[config.mk]
export PLATFORM = sky130hd
export DESIGN_NAME = skew_feed_controller_flat
export DESIGN_NICKNAME = d
export VERILOG_FILES = /design/src/rtl/skew_feed_controller_if.sv /design/src/rtl/skew_feed_controller.sv /design/src/flat_wrapper.sv
export SDC_FILE = /design/constraint.sdc
export NUM_CORES = 1
export LEC_CHECK = 0
export ABC_CLOCK_PERIOD_IN_PS = 3600
export CORE_AREA = 2 2 86 88
export DETAILED_ROUTE_END_ITERATION = 10
export DIE_AREA = 0 0 88 90
export MAX_ROUTING_LAYER = met4
export PLACE_DENSITY = 0.82
export SLEW_MARGIN = 40
export SYNTH_ARGS = -nofsm -noshare
export SYNTH_HDL_FRONTEND = slang
export SYNTH_SLANG_ARGS = --single-unit
[constraint.sdc]
create_clock -name clk -period 3.6 [get_ports clk]
set_input_delay 0.72 -clock clk [delete_from_list [all_inputs] [get_ports clk]]
set_output_delay 0.72 -clock clk [all_outputs]
set_load 0.005 [all_outputs]
[src/rtl/skew_feed_controller_if.sv]
// Stream and control bundle between the input buffer, layer sequencer and skew_feed_controller.
interface skew_feed_controller_if #(
   parameter int DATA_WIDTH  = 16,
   parameter int N           = 4,
   parameter int COUNT_WIDTH = 16
);
   logic                       start;
   logic [COUNT_WIDTH-1:0]     num_rows;
   logic                       in_valid;
   logic                       in_ready;
   logic [N*DATA_WIDTH-1:0]    in_data;
   logic                       skew_en;
   logic [N*DATA_WIDTH-1:0]    skew_din;
   logic                       busy;
   logic                       done;
   logic [COUNT_WIDTH-1:0]     stall_cycles;

   modport master (
      output start, num_rows, in_valid, in_data,
      input  in_ready, skew_en, skew_din, busy, done, stall_cycles
   );

   modport slave (
      input  start, num_rows, in_valid, in_data,
      output in_ready, skew_en, skew_din, busy, done, stall_cycles
   );
endinterface

[src/rtl/skew_feed_controller.sv]
// Feeds num_rows input rows into the skew register bank, then N-1 zero rows to drain it, then pulses done.
// Optional stall counter enabled by defining SKEW_FEED_STALL_CNT_EN.
module skew_feed_controller #(
   parameter int DATA_WIDTH  = 16,
   parameter int N           = 4,
   parameter int COUNT_WIDTH = 16
) (
   input logic                  clk,
   input logic                  rst_n,
   skew_feed_controller_if.slave bus
);

   localparam int                 FLUSH_W    = (N > 1) ? $clog2(N) : 1;
   localparam logic [FLUSH_W-1:0] FLUSH_LAST = FLUSH_W'((N > 1) ? N - 2 : 0);

   typedef enum logic [1:0] {IDLE, FEED, FLUSH, DONE} state_t;

   state_t                 state;
   state_t                 state_next;
   logic [COUNT_WIDTH-1:0] row_cnt;
   logic [COUNT_WIDTH-1:0] rows_q;
   logic [FLUSH_W-1:0]     flush_cnt;
   logic                   start_accept;
   logic                   handshake;
   logic                   last_row;

   assign start_accept = (state == IDLE) && bus.start;
   assign handshake    = (state == FEED) && bus.in_valid;
   assign last_row     = (row_cnt == rows_q - COUNT_WIDTH'(1));

   always_ff @(posedge clk or negedge rst_n) begin
      if (!rst_n) state <= IDLE;
      else        state <= state_next;
   end

   always_comb begin
      state_next = state;
      case (state)
         IDLE:    if (bus.start) state_next = (bus.num_rows != '0) ? FEED : DONE;
         FEED:    if (handshake && last_row) state_next = (N > 1) ? FLUSH : DONE;
         FLUSH:   if (flush_cnt == FLUSH_LAST) state_next = DONE;
         DONE:    state_next = IDLE;
         default: state_next = IDLE;
      endcase
   end

   // in_data is forwarded combinationally on the handshake; it is never captured here.
   always_comb begin
      bus.in_ready = 1'b0;
      bus.skew_en  = 1'b0;
      bus.skew_din = '0;
      bus.done     = 1'b0;
      bus.busy     = (state != IDLE);
      case (state)
         FEED: begin
            bus.in_ready = 1'b1;
            if (bus.in_valid) begin
               bus.skew_en  = 1'b1;
               bus.skew_din = bus.in_data;
            end
         end
         FLUSH:   bus.skew_en = 1'b1;
         DONE:    bus.done    = 1'b1;
         default: ;
      endcase
   end

   always_ff @(posedge clk or negedge rst_n) begin
      if (!rst_n) begin
         row_cnt   <= '0;
         rows_q    <= '0;
         flush_cnt <= '0;
      end else begin
         if (start_accept) begin
            rows_q  <= bus.num_rows;
            row_cnt <= '0;
         end else if (handshake) begin
            row_cnt <= row_cnt + COUNT_WIDTH'(1);
         end
         if (state == FLUSH) flush_cnt <= flush_cnt + FLUSH_W'(1);
         else                flush_cnt <= '0;
      end
   end

`ifdef SKEW_FEED_STALL_CNT_EN
   logic [COUNT_WIDTH-1:0] stall_q;

   // Saturating count of FEED cycles without a valid row; kept after DONE for readout.
   always_ff @(posedge clk or negedge rst_n) begin
      if (!rst_n)
         stall_q <= '0;
      else if (start_accept)
         stall_q <= '0;
      else if ((state == FEED) && !bus.in_valid && (stall_q != '1))
         stall_q <= stall_q + COUNT_WIDTH'(1);
   end

   assign bus.stall_cycles = stall_q;
`else
   assign bus.stall_cycles = '0;
`endif

endmodule

[src/flat_wrapper.sv]
// flat-port wrapper written by rule: the top's interface ports become plain ports
module skew_feed_controller_flat 
#(
   parameter int DATA_WIDTH  = 16,
   parameter int N           = 4,
   parameter int COUNT_WIDTH = 16
)
  (clk, rst_n, bus_start, bus_num_rows, bus_in_valid, bus_in_data, bus_in_ready, bus_skew_en, bus_skew_din, bus_busy, bus_done, bus_stall_cycles);
  skew_feed_controller_if #(.DATA_WIDTH(DATA_WIDTH), .N(N), .COUNT_WIDTH(COUNT_WIDTH)) bus_i ();
  input logic clk;
  input logic rst_n;
  input wire logic [$bits(bus_i.start)-1:0] bus_start;
  input wire logic [$bits(bus_i.num_rows)-1:0] bus_num_rows;
  input wire logic [$bits(bus_i.in_valid)-1:0] bus_in_valid;
  input wire logic [$bits(bus_i.in_data)-1:0] bus_in_data;
  output wire logic [$bits(bus_i.in_ready)-1:0] bus_in_ready;
  output wire logic [$bits(bus_i.skew_en)-1:0] bus_skew_en;
  output wire logic [$bits(bus_i.skew_din)-1:0] bus_skew_din;
  output wire logic [$bits(bus_i.busy)-1:0] bus_busy;
  output wire logic [$bits(bus_i.done)-1:0] bus_done;
  output wire logic [$bits(bus_i.stall_cycles)-1:0] bus_stall_cycles;
  assign bus_i.start = bus_start;
  assign bus_i.num_rows = bus_num_rows;
  assign bus_i.in_valid = bus_in_valid;
  assign bus_i.in_data = bus_in_data;
  assign bus_in_ready = bus_i.in_ready;
  assign bus_skew_en = bus_i.skew_en;
  assign bus_skew_din = bus_i.skew_din;
  assign bus_busy = bus_i.busy;
  assign bus_done = bus_i.done;
  assign bus_stall_cycles = bus_i.stall_cycles;
  skew_feed_controller #(.DATA_WIDTH(DATA_WIDTH), .N(N), .COUNT_WIDTH(COUNT_WIDTH)) u_core (.clk(clk), .rst_n(rst_n), .bus(bus_i));
endmodule
==> results.json <==
{
  "outcome": "complete, no violations",
  "worst_skew_pair.late_latency_ns": 0.29,
  "hold_violations": 0,
  "async_flop_share_pct": 100.0,
  "fin_nets": 583,
  "synth_edf_count": 0,
  "grt_pass1_wl_mm": 14.59,
  "setup.worst_path.end": "bus_skew_din[32]",
  "gp_congestion": 0.9346,
  "cts_resized": 0,
  "track_usage_pct": 23.95,
  "path_cells": "clkdlybuf4s50_1 -> buf_4 -> and3_1 -> clkdlybuf4s50_1",
  "synth_area_leaders": "dfrtp_1 (32%), and3_1 (15%), nand2_1 (7.7%)",
  "syn_area_sq_um": 2790,
  "ys_seq_elements": 36,
  "io_pins": 168,
  "worstRegToRegCells": 10,
  "dr.pass1.iters": 5,
  "drt_iter0_markers": 208,
  "swShare_pct": 40.60,
  "power_frac_seq_pct": 29.0,
  "coreArea_sq_um": 7020,
  "dp_hpwl_mm": 7.446,
  "port_buffers": 151,
  "cts_tree": "yes",
  "reg2reg_from": "u_core.state[1]",
  "die_area_sq_um": 7920,
  "worstMarginPinSlew_ns": 0.5749,
  "critPathSlowestCell": "clkdlybuf4s50_1",
  "min_path_type": "reg2reg",
  "cp.arrival_ns": 2.53,
  "final.fill_count": 578,
  "drt_drc_violations_left": 0,
  "rsz0062_at_grt": "no",
  "slew_viol_final": 0,
  "vias": 2961,
  "wire_per_inst_um": 15.54,
  "power.leakage_nw": 2.076,
  "root_buffer": "clkbuf_8",
  "cp.required_ns": 2.88,
  "ys_types": 43,
  "fin_crit_sh_pct": 90.38,
  "cts-buffers-inserted": 5,
  "fin_crit_ns": 3.254,
  "setup_viol": 0,
  "vdd_drop_max_v": 0.0004800,
  "fin_skew_ns": 0.004124,
  "postCtsSetupRepairBufs": 0,
  "cpMostUsedCell": "clkdlybuf4s50_1",
  "antenna_found_initial": 0,
  "end_kind": "output port",
  "rows": 31,
  "start_kind": "primary input",
  "worstPathMaxFanout": 19,
  "p_comb_share_pct": 56.4,
  "fmax_mhz": 307.4,
  "setup-tns-final_ns": 0,
  "h-tree-depth": 2,
  "initial_core_util_pct": 39.74,
  "area_growth_pct": 59.96,
  "cap_viol_max_count": 0,
  "crit_start": "bus_in_valid",
  "synth-seq-area-share_pct": 32.29,
  "final_cell_mix": "clkdlybuf4s50_1 (151), and3_1 (66), nand2_1 (57)",
  "yosysTopAreaCellShare_pct": 32.29,
  "regToRegSetupSlack_ns": 0.88,
  "intPower_mw": 1.425,
  "grt_pass1_vias": 2894,
  "cpPeakStageDelay_ns": 0.83,
  "clock_path_buffers": 2,
  "drive_gt1_share_pct": 4.675,
  "synth_top_flop_cell": "dfrtp_1",
  "clock-sinks": 36,
  "pwr-share-clk_pct": 14.6,
  "grt_max_degree": 37,
  "r2r-end": "u_core.state[1]",
  "p_per_area_nw_per_um2": 537.4,
  "chipHeight_um": 90,
  "path_clk_slew_ns": 0.07,
  "yosysTopAreaCell": "dfrtp_1",
  "antennaDiodeCount": 0,
  "p_sw_mw": 0.9739,
  "crit_type": "in2out",
  "layout_commonest_cell": "clkdlybuf4s50_1",
  "avgSynthCellArea_sq_um": 8.018,
  "hold_buffers": 0,
  "routed_wl_mm": 9.183,
  "vias_per_cell": 5.010,
  "grt_overflow": 0,
  "max-slew-margin-rel_pct": 61.55,
  "ys_warn_count": 0,
  "syn_inst": 348,
  "die_w_um": 88,
  "ant_nets": 0,
  "utilization_pct": 63.57
}
==> power groups by stage <==
stage | Sequential, mW | Clock, mW | Combinational, mW
4_1_cts | 0.691 | 0.358 | 1.35
3_5_place_dp | 0.697 | 0 | 1.34
6_report | 0.696 | 0.350 | 1.35
2_1_floorplan | 0.645 | 0 | 0.813
5_1_grt | 0.713 | 0.373 | 1.48
3_3_place_gp | 0.690 | 0 | 1.31
==> synth_stat cells, types with 2 or more instances <==
cell type   n
inv_1      10
nand3_1    10
xnor2_1    15
and2_1      3
mux2i_1     2
o32ai_2     2
xor2_1     19
a21oi_1     7
o21ai_0     5
nor2_1     23
nor4_1      5
nand3b_1    2
nand4_1     6
nor3_1      7
ha_1        8
or3_1       2
a31oi_1     2
nand2_1    57
o2111ai_1   3
dfrtp_1    36
buf_4      16
clkbuf_1   22
and3_1     66
==> cells by family after synthesis <==
logic type	count (synthesis)	share of synthesized area [%]
DFF	36	32.29
AOI/OAI and AO/OA	26	6.727
muxes	2	0.7175
other	1	0.1344
and+or+nand+nor	193	37.27
xor gates and xnor gates	34	10.67
buffers and inverters	48	8.610
adders and majority gates	8	3.588
==> state kept, by name (all words and copies together), names as in the netlist <==
signal and count:
u_core.flush_cnt 2, u_core.row_cnt 16, u_core.rows_q 16, u_core.state 2
==> layout make-up <==
cell class              instances  area [sq um]  share of cell area [%]
clock buffers                   5         68.82                   1.542
clock inverters                 3         42.54                  0.9532
inverters                      10         37.54                  0.8410
multi-input cells             279          1705                   38.21
flip-flops and latches         36         900.9                   20.19
well taps                      99         123.9                   2.775
repair buffers                159          1584                   35.49
==> stage by stage <==
step | hold WS (ns) | std cells | power, mW | area, sq um | setup slack, ns
floorplan | 0.3968 | 363 | 1.459 | 2846 | 1.414
global placement | 0.4078 | 583 | 2.000 | 4352 | 0.4153
detailed placement | 0.4224 | 583 | 2.041 | 4352 | 0.3461
CTS | 0.4322 | 591 | 2.400 | 4463 | 0.3680
global route | 0.4433 | 591 | 2.570 | 4463 | 0.2660
finish | 0.4372 | 591 | 2.399 | 4463 | 0.3464
==> layer usage <==
| metal | up-vias | part of all wire [%] | GRT usage, % |
|---|---|---|---|
| met5 | - | 0 | - |
| met1 | 1377 | 39 | 29.97 |
| met2 | 125 | 53 | 40.40 |
| met3 | 10 | 6.7 | 4.224 |
| li1 | 1449 | - | - |
| met4 | 0 | 1.4 | 4.744 |
==> critical path: cells and delay by family <==
kind,cells,cell delay [ns]
buffers and inverters,3,1.63
and+or+nand+nor,1,0.18
==> how the worst min path moves through the flow <==
stage,cells after the start,endpoint,slack [ns],start
final,1,u_core.flush_cnt[0],0.44,u_core.flush_cnt[0]
after floorplan,1,u_core.flush_cnt[0],0.40,u_core.flush_cnt[0]
after detailed placement,1,u_core.flush_cnt[0],0.42,u_core.flush_cnt[0]
after global placement,1,u_core.flush_cnt[0],0.41,u_core.flush_cnt[0]
after global routing,1,u_core.flush_cnt[0],0.44,u_core.flush_cnt[0]
after CTS,1,u_core.flush_cnt[0],0.43,u_core.flush_cnt[0]
(Power assumes the default switching activity.)
